[config.mk]
export PLATFORM = sky130hd
export DESIGN_NAME = teclado_atm
export DESIGN_NICKNAME = d
export VERILOG_FILES = /design/src/rtl/teclado_pkg.sv /design/src/rtl/teclado_sincronizador.sv /design/src/rtl/teclado_atm.sv
export SDC_FILE = /design/constraint.sdc
export NUM_CORES = 1
export LEC_CHECK = 0
export CAP_MARGIN = 20
export CORE_MARGIN = 3
export CORE_UTILIZATION = 55
export CTS_BUF_LIST = sky130_fd_sc_hd__clkbuf_4
export CTS_CLUSTER_DIAMETER = 50
export CTS_CLUSTER_SIZE = 30
export DETAILED_ROUTE_END_ITERATION = 16
export MAX_ROUTING_LAYER = met4
export PLACE_DENSITY = 0.83
export SLEW_MARGIN = 10
export SYNTH_ARGS = -nofsm -noshare
export SYNTH_HDL_FRONTEND = slang
export SYNTH_HIERARCHICAL = 1
export SYNTH_SLANG_ARGS = --single-unit
[constraint.sdc]
create_clock -name clk -period 3.56 [get_ports clk]
set_clock_uncertainty 0.05 [all_clocks]
set_input_delay 0.712 -clock clk [delete_from_list [all_inputs] [get_ports clk]]
set_output_delay 0.712 -clock clk [all_outputs]
set_load 0.05 [all_outputs]
[src/rtl/teclado_pkg.sv]
`default_nettype none
//------------------------------------------------------------------------------
// Package  : teclado_pkg
// Function : Shared types and constants for the ATM keypad front-end.
// Revision : 1.0 - initial release
//------------------------------------------------------------------------------
package teclado_pkg;

  typedef enum logic [1:0] {
    ESCANEO        = 2'd0,
    REBOTE         = 2'd1,
    EMITIR         = 2'd2,
    ESPERA_LIBERAR = 2'd3
  } estado_t;

  typedef struct packed {
    logic       es_digito;
    logic [3:0] valor;
  } tecla_t;

  localparam logic [2:0] c_esp_a   = 3'd0;
  localparam logic [2:0] c_esp_b   = 3'd1;
  localparam logic [2:0] c_esp_c   = 3'd2;
  localparam logic [2:0] c_esp_d   = 3'd3;
  localparam logic [2:0] c_esp_ast = 3'd4;
  localparam logic [2:0] c_esp_alm = 3'd5;

  localparam logic [3:0] c_col_reposo = 4'b1111;

  // Indexed by {row, col}; function keys carry their 3-bit code in valor.
  localparam tecla_t c_mapa_teclas [16] = '{
    '{1'b1, 4'd1}, '{1'b1, 4'd2}, '{1'b1, 4'd3}, '{1'b0, 4'(c_esp_a)},
    '{1'b1, 4'd4}, '{1'b1, 4'd5}, '{1'b1, 4'd6}, '{1'b0, 4'(c_esp_b)},
    '{1'b1, 4'd7}, '{1'b1, 4'd8}, '{1'b1, 4'd9}, '{1'b0, 4'(c_esp_c)},
    '{1'b0, 4'(c_esp_ast)}, '{1'b1, 4'd0}, '{1'b0, 4'(c_esp_alm)}, '{1'b0, 4'(c_esp_d)}
  };

  function automatic logic un_solo_bajo(input logic [3:0] patron);
    return ($countones(~patron) == 1);
  endfunction

  function automatic logic [1:0] indice_col(input logic [3:0] patron);
    logic [1:0] idx;
    idx = 2'd0;
    case (patron)
      4'b1110: idx = 2'd0;
      4'b1101: idx = 2'd1;
      4'b1011: idx = 2'd2;
      4'b0111: idx = 2'd3;
      default: idx = 2'd0;
    endcase
    return idx;
  endfunction

endpackage
`default_nettype wire

[src/rtl/teclado_sincronizador.sv]
`default_nettype none
//------------------------------------------------------------------------------
// Module   : teclado_sincronizador
// Function : Two-flop synchroniser, asynchronously reset to all-ones (idle).
// Revision : 1.0 - initial release
//------------------------------------------------------------------------------
module teclado_sincronizador #(
  parameter int WIDTH = 4
) (
  input  logic             clk,
  input  logic             reset,
  input  logic [WIDTH-1:0] d,
  output logic [WIDTH-1:0] q
);

  logic [WIDTH-1:0] r_meta;
  logic [WIDTH-1:0] r_sync;

  always_ff @(posedge clk or posedge reset) begin
    if (reset) begin
      r_meta <= '1;
      r_sync <= '1;
    end else begin
      r_meta <= d;
      r_sync <= r_meta;
    end
  end

  assign q = r_sync;

endmodule
`default_nettype wire

[src/rtl/teclado_atm.sv]
`default_nettype none
//------------------------------------------------------------------------------
// Module   : teclado_atm
// Function : 4x4 keypad scanner/debouncer, one strobe per accepted key press.
// Options  : TECLADO_BLOQUEO_EN adds input bloqueo, which suppresses strobes.
// Revision : 1.0 - initial release
//------------------------------------------------------------------------------
module teclado_atm
  import teclado_pkg::*;
#(
  parameter int SCAN_CYCLES     = 4,
  parameter int DEBOUNCE_CYCLES = 16
) (
  input  logic       clk,
  input  logic       reset,
  output logic [3:0] filas,
  input  logic [3:0] columnas,
`ifdef TECLADO_BLOQUEO_EN
  input  logic       bloqueo,
`endif
  output logic       digito_stb,
  output logic [3:0] digito,
  output logic       especial_stb,
  output logic [2:0] especial
);

  localparam int c_cnt_max = (SCAN_CYCLES > DEBOUNCE_CYCLES) ? SCAN_CYCLES : DEBOUNCE_CYCLES;
  localparam int c_cnt_w   = $clog2(c_cnt_max + 1);
  localparam logic [c_cnt_w-1:0] c_fin_escaneo = c_cnt_w'(SCAN_CYCLES - 1);
  localparam logic [c_cnt_w-1:0] c_fin_rebote  = c_cnt_w'(DEBOUNCE_CYCLES - 1);

  if (SCAN_CYCLES < 3 || DEBOUNCE_CYCLES < 2) begin : g_param_invalido
    $error("teclado_atm: SCAN_CYCLES must be >= 3 and DEBOUNCE_CYCLES >= 2");
  end

  estado_t            r_estado,       w_estado_sig;
  logic [1:0]         r_fila,         w_fila_sig;
  logic [c_cnt_w-1:0] r_cnt,          w_cnt_sig;
  logic [3:0]         r_patron,       w_patron_sig;
  logic [1:0]         r_col,          w_col_sig;
  logic [3:0]         r_digito,       w_digito_sig;
  logic [2:0]         r_especial,     w_especial_sig;
  logic               r_digito_stb,   w_digito_stb_sig;
  logic               r_especial_stb, w_especial_stb_sig;
  logic [3:0]         w_col_s;
  logic               w_bloqueo;
  tecla_t             w_tecla;

`ifdef TECLADO_BLOQUEO_EN
  assign w_bloqueo = bloqueo;
`else
  assign w_bloqueo = 1'b0;
`endif

  teclado_sincronizador #(
    .WIDTH (4)
  ) u_sincronizador (
    .clk   (clk),
    .reset (reset),
    .d     (columnas),
    .q     (w_col_s)
  );

  assign w_tecla = c_mapa_teclas[{r_fila, r_col}];

  always_ff @(posedge clk or posedge reset) begin
    if (reset) begin
      r_estado       <= ESCANEO;
      r_fila         <= 2'd0;
      r_cnt          <= '0;
      r_patron       <= c_col_reposo;
      r_col          <= 2'd0;
      r_digito       <= 4'd0;
      r_especial     <= 3'd0;
      r_digito_stb   <= 1'b0;
      r_especial_stb <= 1'b0;
    end else begin
      r_estado       <= w_estado_sig;
      r_fila         <= w_fila_sig;
      r_cnt          <= w_cnt_sig;
      r_patron       <= w_patron_sig;
      r_col          <= w_col_sig;
      r_digito       <= w_digito_sig;
      r_especial     <= w_especial_sig;
      r_digito_stb   <= w_digito_stb_sig;
      r_especial_stb <= w_especial_stb_sig;
    end
  end

  always_comb begin
    w_estado_sig       = r_estado;
    w_fila_sig         = r_fila;
    w_cnt_sig          = r_cnt;
    w_patron_sig       = r_patron;
    w_col_sig          = r_col;
    w_digito_sig       = r_digito;
    w_especial_sig     = r_especial;
    w_digito_stb_sig   = 1'b0;
    w_especial_stb_sig = 1'b0;

    case (r_estado)
      ESCANEO: begin
        if (r_cnt == c_fin_escaneo) begin
          w_cnt_sig = '0;
          // Ghosting (two or more low columns) is treated like no press.
          if (un_solo_bajo(w_col_s)) begin
            w_patron_sig = w_col_s;
            w_col_sig    = indice_col(w_col_s);
            w_estado_sig = REBOTE;
          end else begin
            w_fila_sig = r_fila + 2'd1;
          end
        end else begin
          w_cnt_sig = r_cnt + 1'b1;
        end
      end

      REBOTE: begin
        if (w_col_s != r_patron) begin
          w_cnt_sig    = '0;
          w_estado_sig = ESCANEO;
        end else if (r_cnt == c_fin_rebote) begin
          w_cnt_sig    = '0;
          w_estado_sig = EMITIR;
        end else begin
          w_cnt_sig = r_cnt + 1'b1;
        end
      end

      EMITIR: begin
        w_cnt_sig    = '0;
        w_estado_sig = ESPERA_LIBERAR;
        if (!w_bloqueo) begin
          if (w_tecla.es_digito) begin
            w_digito_sig     = w_tecla.valor;
            w_digito_stb_sig = 1'b1;
          end else begin
            w_especial_sig     = 3'(w_tecla.valor);
            w_especial_stb_sig = 1'b1;
          end
        end
      end

      ESPERA_LIBERAR: begin
        if (w_col_s != c_col_reposo) begin
          w_cnt_sig = '0;
        end else if (r_cnt == c_fin_rebote) begin
          w_cnt_sig    = '0;
          w_fila_sig   = r_fila + 2'd1;
          w_estado_sig = ESCANEO;
        end else begin
          w_cnt_sig = r_cnt + 1'b1;
        end
      end

      default: begin
        w_cnt_sig    = '0;
        w_estado_sig = ESCANEO;
      end
    endcase
  end

  assign filas        = ~(4'b0001 << r_fila);
  assign digito_stb   = r_digito_stb;
  assign digito       = r_digito;
  assign especial_stb = r_especial_stb;
  assign especial     = r_especial;

endmodule
`default_nettype wire

* Yosys cells after proc, flatten, opt, wreduce, memory -nomap -nowiden
Memory sizes are Yosys's and may differ from the RTL's. Index checks and enable logic that the tools add are counted.
Cells by class: muxes and demuxes 24, $mul 0, reductions and logical operators 7, div/mod/pow operators 0, $add $sub $neg 5, eq/ne operators 17, magnitude comparators 1, shifts and indexed selects 1, bitwise gates (word level) 4
Operators with widths (count):
- 2-to-1 mux 5 bit | 6
- 2-to-1 mux 2 bit | 10
- one-hot mux 5 bit (4 select lines) | 1
- inequality test 2 bit, second input constant | 5
- AND reduction 5 bit | 2
- equality test 4 bit, second input constant | 2
- inverter 4 bit | 2
- one-hot mux 2 bit (4 select lines) | 1
- one-hot mux 2 bit (3 select lines) | 1
- adder 5 x 1 -> 5 bit, second input constant | 1
- equality test 5 x 2 -> 1 bit, second input constant | 1
- equality test 5 x 4 -> 1 bit, second input constant | 1
- greater-or-equal comparator 5 bit, second input constant | 1
- inverter 4 -> 5 bit | 1
- adder 1 x 1 -> 2 bit | 2
- equality test 2 bit, second input constant | 2
- equality test 4 x 3 -> 1 bit, second input constant | 1
- 2-to-1 mux 1 bit | 4
- inequality test 4 bit | 1
- inequality test 4 bit, second input constant | 1
- one-hot mux 2 bit (2 select lines) | 1
- AND reduction 2 bit | 2
- << shifter 1 x 2 -> 4 bit, first input constant | 1
- adder 2 x 2 -> 3 bit | 1
- 8 further kinds | 8
Word-level totals: latch bits 0, register bits after elaboration 32, ROM bits 80, memories kept 1, bits in writable memories 0
Memories:
- (name not given) | depth 16, width 5, read ports 1, clocked after memory_dff 0, write ports 0, RTL line teclado_atm.sv:64 | assign w_tecla = c_mapa_teclas[{r_fila, r_col}];

* Longest topological paths before layout
Gate-level depths: netlist (run 1).
word-level depth 7, mapped depth 8, depth with buffers taken out 8

* Cells and area by module
The synthesis (run 1) kept the hierarchy.
Modules (own cells, without submodules):
- teclado_atm | area each 1410.1 um2, times used 1, cells each 135
- teclado_sincronizador | area each 214.0 um2, times used 1, cells each 9

* Least setup slack after synthesis (run 1)
OpenSTA, ideal clock, no wires.
path kind reg2reg, start register u_sincronizador.r_sync[3], in the netlist u_sincronizador/q[3], end register r_fila[1], buffers on the path 0, arrival 2.175 ns, path slack 1.211 ns, required time 3.385 ns, stages on the path, launching flop included 9, path through dfstp_2 > fa_1 > inv_1 > ha_1 > ha_1 > nor3b_1 > nor3_1 > a22o_1 > mux2_2
Between the ends: longest elaborated chain between the ends 6
Ends and longest elaborated chain:
- start, declared | RTL line teclado_sincronizador.sv:17 | logic [WIDTH-1:0] r_sync;
- start signal, assigned | RTL line teclado_sincronizador.sv:25 | r_sync <= r_meta;
- inverter 4 bit | RTL line teclado_pkg.sv:39 | return ($countones(~patron) == 1);
- adder 1 x 1 -> 2 bit (not written as such) | RTL line teclado_pkg.sv:39
- adder 2 x 2 -> 3 bit (not written as such) | RTL line teclado_pkg.sv:39
- equality test 3 x 1 -> 1 bit | RTL line teclado_pkg.sv:39
- inequality test 2 bit (no source line)
- AND reduction 5 bit (no source line) *
- end signal, assigned | RTL line teclado_atm.sv:79 | r_fila <= w_fila_sig;
- end, declared | RTL line teclado_atm.sv:37 | logic [1:0] r_fila, w_fila_sig;
Every way passes the cells marked *; elsewhere a longest branch is shown, timed or not. A chain may end at the register's enable or synchronous reset.

* Worst setup path after layout (run 1)
start register r_fila[1], end output port filas[0]
Between the ends: longest elaborated chain between the ends 2
Ends and longest elaborated chain:
- << shifter 1 x 2 -> 4 bit | RTL line teclado_atm.sv:163 | assign filas = ~(4'b0001 << r_fila);
- inverter 4 bit | RTL line teclado_atm.sv:163
- end, declared | RTL line teclado_atm.sv:16 | output logic [3:0] filas,
No other way between the ends.

==> run summary, run 1 <==
status - finished, final reports clean
CTS Root Cell - clkbuf_4
most common flop cell mapped by yosys - dfrtp_1
clk buf depth - 2
largest net degree at the start of global routing - 25
DR pass1 iterations - 4
via count - 1078
Final period util - 80.77%
clock sink count - 32
Ys Warns - 6
GRT overflow - 0
TNS Setup - 0 ns
cts bufs inserted - 5
Die H - 60.34 um
Total Routing Usage GR - 17.15%
Post-synth ARST share - 100.0%
Least-Margin Pin Slew - 0.8505 ns
# setup viols final - 0
final slew viol count - 0
combinational power share - 38.2%
worst hold path class - reg2reg
cell taking the most area after synthesis - dfrtp_1
drt via density - 5.444
most frequent cell after synthesis - dfrtp_1
first-pass GRT wire length - 4.312 mm
area grow syn2layout - 17.26%
Fmax - 347.8 MHz
core area - 0.002781 sq mm
internal power - 821.5 uW
complex-gate fraction of the synthesized area - 8.166%
CTS tree - done
slew margin rel. - 43.24%
Sw Ratio - 38.21%
GPL Wtd Cong - 0.7983
Initial Util - 58.39%
final wirelength - 2.569 mm
pwr dens - 698.1 mW/mm^2
simple-gate share of the synthesized area - 10.25%
crit path capture type - output pin
Die Span X - 60.34 um
number of global-route vias before repair - 1026
share of the yosys chip area belonging to registers - 50.23%
fillers - 216
drt drc - 0
sw power - 508.0 uW
Startpoint Class - flip-flop
latest clock arrival within the worst-skew pair - 0.33 ns
Site Rows - 19
Synth Cell Area - 0.001624 sq mm
CP max FO - 14
setup bufs post-CTS - 0
Worst VDD drop - 569.1 uV
Total Power - 1.329 mW
Max H-tree Level - 2
num ports - 19
EDFF count, synth - 0
CTS clock-pin slew for the worst setup and hold paths - 0.09 ns
Post-DRT Antenna Nets - 0
min Tclk post-route - 2.875 ns
Nets - 187
Commonest cells post-synth - dfrtp_1 (20), inv_1 (17), ha_1 (14)
LEAKAGE - 0.8784 nW
main combinational cell family by area after synthesis - adder cells
clock power share - 19.6%
RSZ-0062 raised after global routing - no
Post-Synth XOR/XNOR Area - 4.854%
crit path kind - reg2out
# diodes - 0
IO buf count - 18
die area - 0.003641 sq mm
share of layout cells above drive strength 1 - 18.56%
count of final hold-check violations - 0
1st-iter DRT viols - 40
Seq cells post-synth - 32
hpwl dp - 2.024 mm
Syn Nets - 165
WL/cell - 12.97 um
area share of the largest cell type after synthesis - 30.82%
mux contribution to synthesized area - 9.476%
Resized Gates After CTS - 0
Adder-Cell Fraction of Synth Area - 12.02%
initial antenna violation count - 0
hold_buf cts - 0
Syn Area/Cell - 11.28 sq um
Mapped Cells - 144
post-synthesis cell type count - 31
Arr. time, crit path - 2.11 ns
Critical Path RT - 2.80 ns
Flop pwr share - 42.2%
Synth area leaders - dfrtp_1 (31%), dfstp_2 (19%), ha_1 (11%), mux2_2 (7.6%), inv_1 (3.9%)
Max Cap Violations - 0
-- final cells by class --
class	count	area [sq um]	share of cell area (%)
Tap cell	31	38.79	2.037
Inverter	18	67.56	3.548
Sequential cell	32	815.8	42.84
Multi-Input combinational cell	91	726.9	38.17
Clock buffer	5	37.54	1.971
Clock inverter	3	37.54	1.971
Timing Repair Buffer	18	180.2	9.461
-- metal layers --
metal	vias to the layer above	GRT usage (%)	routed length (um)
met5	-	-	0
met4	0	6.646	61
li1	531	-	-
met1	508	18.09	1073
met3	9	6.383	159
met2	30	29.01	1275
-- state kept, by name, indices dropped and copies added, names as in the netlist, named ones only --
name and flops:
u_sincronizador/r_meta 4, r_patron 4, r_cnt 5, especial 3, r_fila 2, r_col 2
digito_stb 1, especial_stb 1, u_sincronizador/q 4, digito 4, r_estado 1
-- critical path, cell delays in order, from the launching register on --
cell and delay (ns):
dfrtp_1 0.62, inv_1 0.13, ha_1 0.20, inv_1 0.05
clkdlybuf4s50_1 0.79
-- cell usage in the layout (no fill, tap or decap) --
cell type        Yosys  layout
dfrtp_1             20      20
clkdlybuf4s50_1      0      18
inv_1               17      17
ha_1                14      14
nand2_1             12      12
dfstp_2             12      12
o21ai_0             11      11
mux2_2              11      11
xor2_1               7       7
nand3_1              5       5
a21oi_1              5       5
clkbuf_4             0       5
clkinv_1             1       3
nor2_1               3       3
mux2i_1              3       3
nor3b_1              2       2
nor3_1               2       2
xnor2_1              2       2
nand2b_1             2       2
nor4b_2              1       1
a22o_1               1       1
a21o_1               1       1
nor3b_4              1       1
o311ai_0             1       1
nand3b_1             1       1
and3_1               1       1
o22ai_1              1       1
a21boi_1             1       1
a21boi_0             1       1
a31oi_1              1       1
fa_1                 1       1
bufinv_16            0       1
-- kinds of logic (layout without fill, tap and decap cells) --
| family | after synthesis | in the layout |
|---|---|---|
| buf+inv | 21 | 44 |
| mux | 14 | 14 |
| simple gates | 30 | 30 |
| compound gates | 23 | 23 |
| flops | 32 | 32 |
| fa+ha+maj | 15 | 15 |
| xor+xnor | 9 | 9 |
-- power groups by stage --
stage / combinational [mW] / sequential (mW) / clock [mW]
2_1_floorplan: 0.406 / 0.529 / 0
3_3_place_gp: 0.487 / 0.564 / 0
3_5_place_dp: 0.515 / 0.567 / 0
4_1_cts: 0.517 / 0.562 / 0.266
5_1_grt: 0.576 / 0.576 / 0.289
6_report: 0.508 / 0.561 / 0.261
-- final timing paths --
path | from | end | slack [ns] | depth (start not counted)
setup / recovery | r_fila[1] | filas[0] | 0.68 | 4
hold / removal | u_sincronizador/r_meta[3] | u_sincronizador/q[3] | 0.31 | 0
setup reg to reg | u_sincronizador/q[3] | r_patron[0] | 1.00 | 7
hold reg to reg | u_sincronizador/r_meta[3] | u_sincronizador/q[3] | 0.31 | 0
max in group asynchronous | reset | r_col[0] | 2.10 | 2
min in group asynchronous | reset | r_cnt[4] | 0.82 | 2
-- stage by stage --
step / hold WS, ns / instance area (sq um) / util [%] / cells / setup slack (ns)
2_1_floorplan: 0.2952 / 1624 / - / 144 / 1.211
3_3_place_gp: 0.2953 / 1829 / 65.77 / 190 / 1.085
3_5_place_dp: 0.2968 / 1829 / 65.77 / 190 / 0.9783
4_1_cts: 0.3102 / 1904 / 68.47 / 198 / 0.6672
5_1_grt: 0.3163 / 1904 / 68.47 / 198 / 0.5380
6_report: 0.3097 / 1904 / 68.47 / 198 / 0.6846
Note: power is estimated with default switching activity, not from simulation.
==> inputs of run 2 (changes only) <==
--- a/config.mk
+++ b/config.mk
@@ -7,13 +7,13 @@
 export LEC_CHECK = 0
 export CAP_MARGIN = 20
 export CORE_MARGIN = 3
-export CORE_UTILIZATION = 55
+export CORE_UTILIZATION = 52
 export CTS_BUF_LIST = sky130_fd_sc_hd__clkbuf_4
 export CTS_CLUSTER_DIAMETER = 50
 export CTS_CLUSTER_SIZE = 30
 export DETAILED_ROUTE_END_ITERATION = 16
 export MAX_ROUTING_LAYER = met4
-export PLACE_DENSITY = 0.83
+export PLACE_DENSITY = 0.82
 export SLEW_MARGIN = 10
 export SYNTH_ARGS = -nofsm -noshare
 export SYNTH_HDL_FRONTEND = slang
==> constraint.sdc (replaced) <==
create_clock -name clk -period 2.3 [get_ports clk]
set_clock_uncertainty 0.05 [all_clocks]
set_input_delay 0.46 -clock clk [delete_from_list [all_inputs] [get_ports clk]]
set_output_delay 0.46 -clock clk [all_outputs]
set_load 0.05 [all_outputs]
==> run 2 against run 1 <==
The flow now finishes with violations (negative setup slack). Non-clock buffer count increased by 6. Combinational power increased by 77%. Final cell count rose by 8.6%. Utilization increased by 1.3 points. Flip-flop and latch count unchanged. Register-to-register slack got worse by 1.0 ns. Design area increased by 5.5%. Power rose by 56%. Worst setup slack got worse by 0.70 ns. Via count increased by 0.37%. Sequential share of layout area fell by 2.2 points.
==> run summary, run 2 (same netlist as run 1, synthesis figures left out) <==
min Tclk post-route - 2.314 ns
CP max FO - 2
placed cell count - 207
Site Rows - 19
Hold Path Stages - 0
final slew viol count - 0
met1 GRT Util - 20.21%
Crit path depth - 8
global route hottest layer - met2
Die H - 61.89 um
fin util - 69.81%
Nets - 193
Worst VDD drop - 615.1 uV
Total Routing Usage GR - 17.99%
Largest register FFs - 5
met2 Use GR - 29.45%
hpwl dp - 1.989 mm
DR pass1 iterations - 4
CP Cell Sequence - fa_1 -> inv_1 -> ha_2 -> ha_4 -> nor3b_4 -> nor3_2 -> a22o_1 -> mux2_2
pre-CTS worst setup slack - -0.02708 ns
clock sink count - 32
Least-Margin Pin Slew - 0.4982 ns
clk buf depth - 2
cts bufs inserted - 5
count of final hold-check violations - 0
status - finished, violations left
crit-path max cell delay - 0.56 ns
R2R cell count - 8
Total Power - 2.078 mW
WL/cell - 12.34 um
drt via density - 5.033
via count - 1082
GRT overflow - 0
crit path max-delay cell type - dfstp_2
# setup viols final - 2
core area - 0.002877 sq mm
LEAKAGE - 0.9209 nW
Final Instance Count excl. Fillers - 215
Max Cap Violations - 0
worst hold path class - reg2reg
Arr. time, crit path - 2.50 ns
highest-count cells in the layout ignoring fill and taps - dfrtp_1 (20), inv_1 (17), clkdlybuf4s50_1 (14)
crit path kind - reg2reg
Max H-tree Level - 2
final wirelength - 2.653 mm
worst path buffer plus inverter count - 1
drt drc - 0
die area - 0.003830 sq mm
CTS Root Cell - clkbuf_4
area grow syn2layout - 23.65%
first-pass GRT wire length - 4.719 mm
1st-iter DRT viols - 48
Fin Hold WS - 0.3093 ns
grt met3 use - 6.612%
pwr dens - 1035 mW/mm^2
largest net degree at the start of global routing - 17
Post-DRT Antenna Nets - 0
TNS Setup - -0.01385 ns
RSZ-0062 raised after global routing - yes
Worst path top cell family by delay - adder cells
slew margin rel. - 66.69%
post-route setup slack - -0.01378 ns
# diodes - 0
violated checks - negative setup slack
Fmax - 432.2 MHz
hold_buf cts - 0
Startpoint Class - flip-flop
Die Span X - 61.89 um
IO buf count - 18
Placed Area - 0.001921 sq mm
crit path capture type - flip-flop
number of global-route vias before repair - 1079
latest clock arrival within the worst-skew pair - 0.33 ns
CTS tree - done
most common cell after layout, fill and taps aside - dfrtp_1
initial antenna violation count - 0
setup bufs post-CTS - 0
Reg with most FFs - r_cnt
Final period util - 100.6%
Critical Path RT - 2.48 ns
Initial Util - 56.46%
GPL Wtd Cong - 0.8621
fillers - 204
design area - 0.002008 sq mm
CTS clock-pin slew for the worst setup and hold paths - 0.11 ns
share of layout cells above drive strength 1 - 27.17%
num ports - 19
run 2: cell count changes in the layout (fill, tap and decap cells not counted), sizes merged:
cell | previous run | this run
clkinvlp | 0 | 1
buf | 0 | 10
bufinv | 1 | 0
clkdlybuf4s50 | 18 | 14
clkbuf | 5 | 6
clkinv | 3 | 2
run 2: layout make-up:
class                      count  area [sq um]  area share, %
sequential                    32         815.8          40.62
multi-input combinational     91         758.2          37.76
timing repair buffer          24         256.5          12.77
inverter                      18         67.56          3.364
tap                           42         52.55          2.617
clock buffer                   6         45.04          2.243
clock inverter                 2         12.51         0.6231
run 2: worst paths after layout:
check | start | end | slack, ns
worst min register to register | u_sincronizador/r_meta[0] | u_sincronizador/q[0] | 0.31
min in group asynchronous | reset | r_fila[0] | 0.35
worst max register to register | u_sincronizador/q[1] | r_fila[1] | -0.01
worst max-delay path | u_sincronizador/q[1] | r_fila[1] | -0.01
worst min-delay path | u_sincronizador/r_meta[0] | u_sincronizador/q[0] | 0.31
max in group asynchronous | reset | r_estado[0] | 1.30
run 2: report_power, final:
group          leakage, nW  internal, mW  switching [mW]
clock               0.0317         0.130           0.184
sequential           0.392         0.714           0.153
combinational        0.497         0.417           0.480
run 2: what timing repair did:
| item | 4_1_cts | 5_1_grt |
|---|---|---|
| endpoints found under the setup margin | 3 | 6 |
| gates resized for setup | 5 | 1 |
| pin swaps | 2 | 1 |
run 2: per-layer routing:
layer	vias to the layer above	routed length, um	part of all wire [%]
met5	-	0	0
met4	0	32	1.2
met3	6	114	4.3
met2	24	1367	52
met1	516	1138	43
li1	536	-	-
run 2: worst register-to-register path: stages, from the launching register on:
cell and delay (ns):
dfstp_2 0.56, fa_1 0.42, inv_1 0.08, ha_2 0.18
ha_4 0.20, nor3b_4 0.20, nor3_2 0.06, a22o_1 0.21
mux2_2 0.27
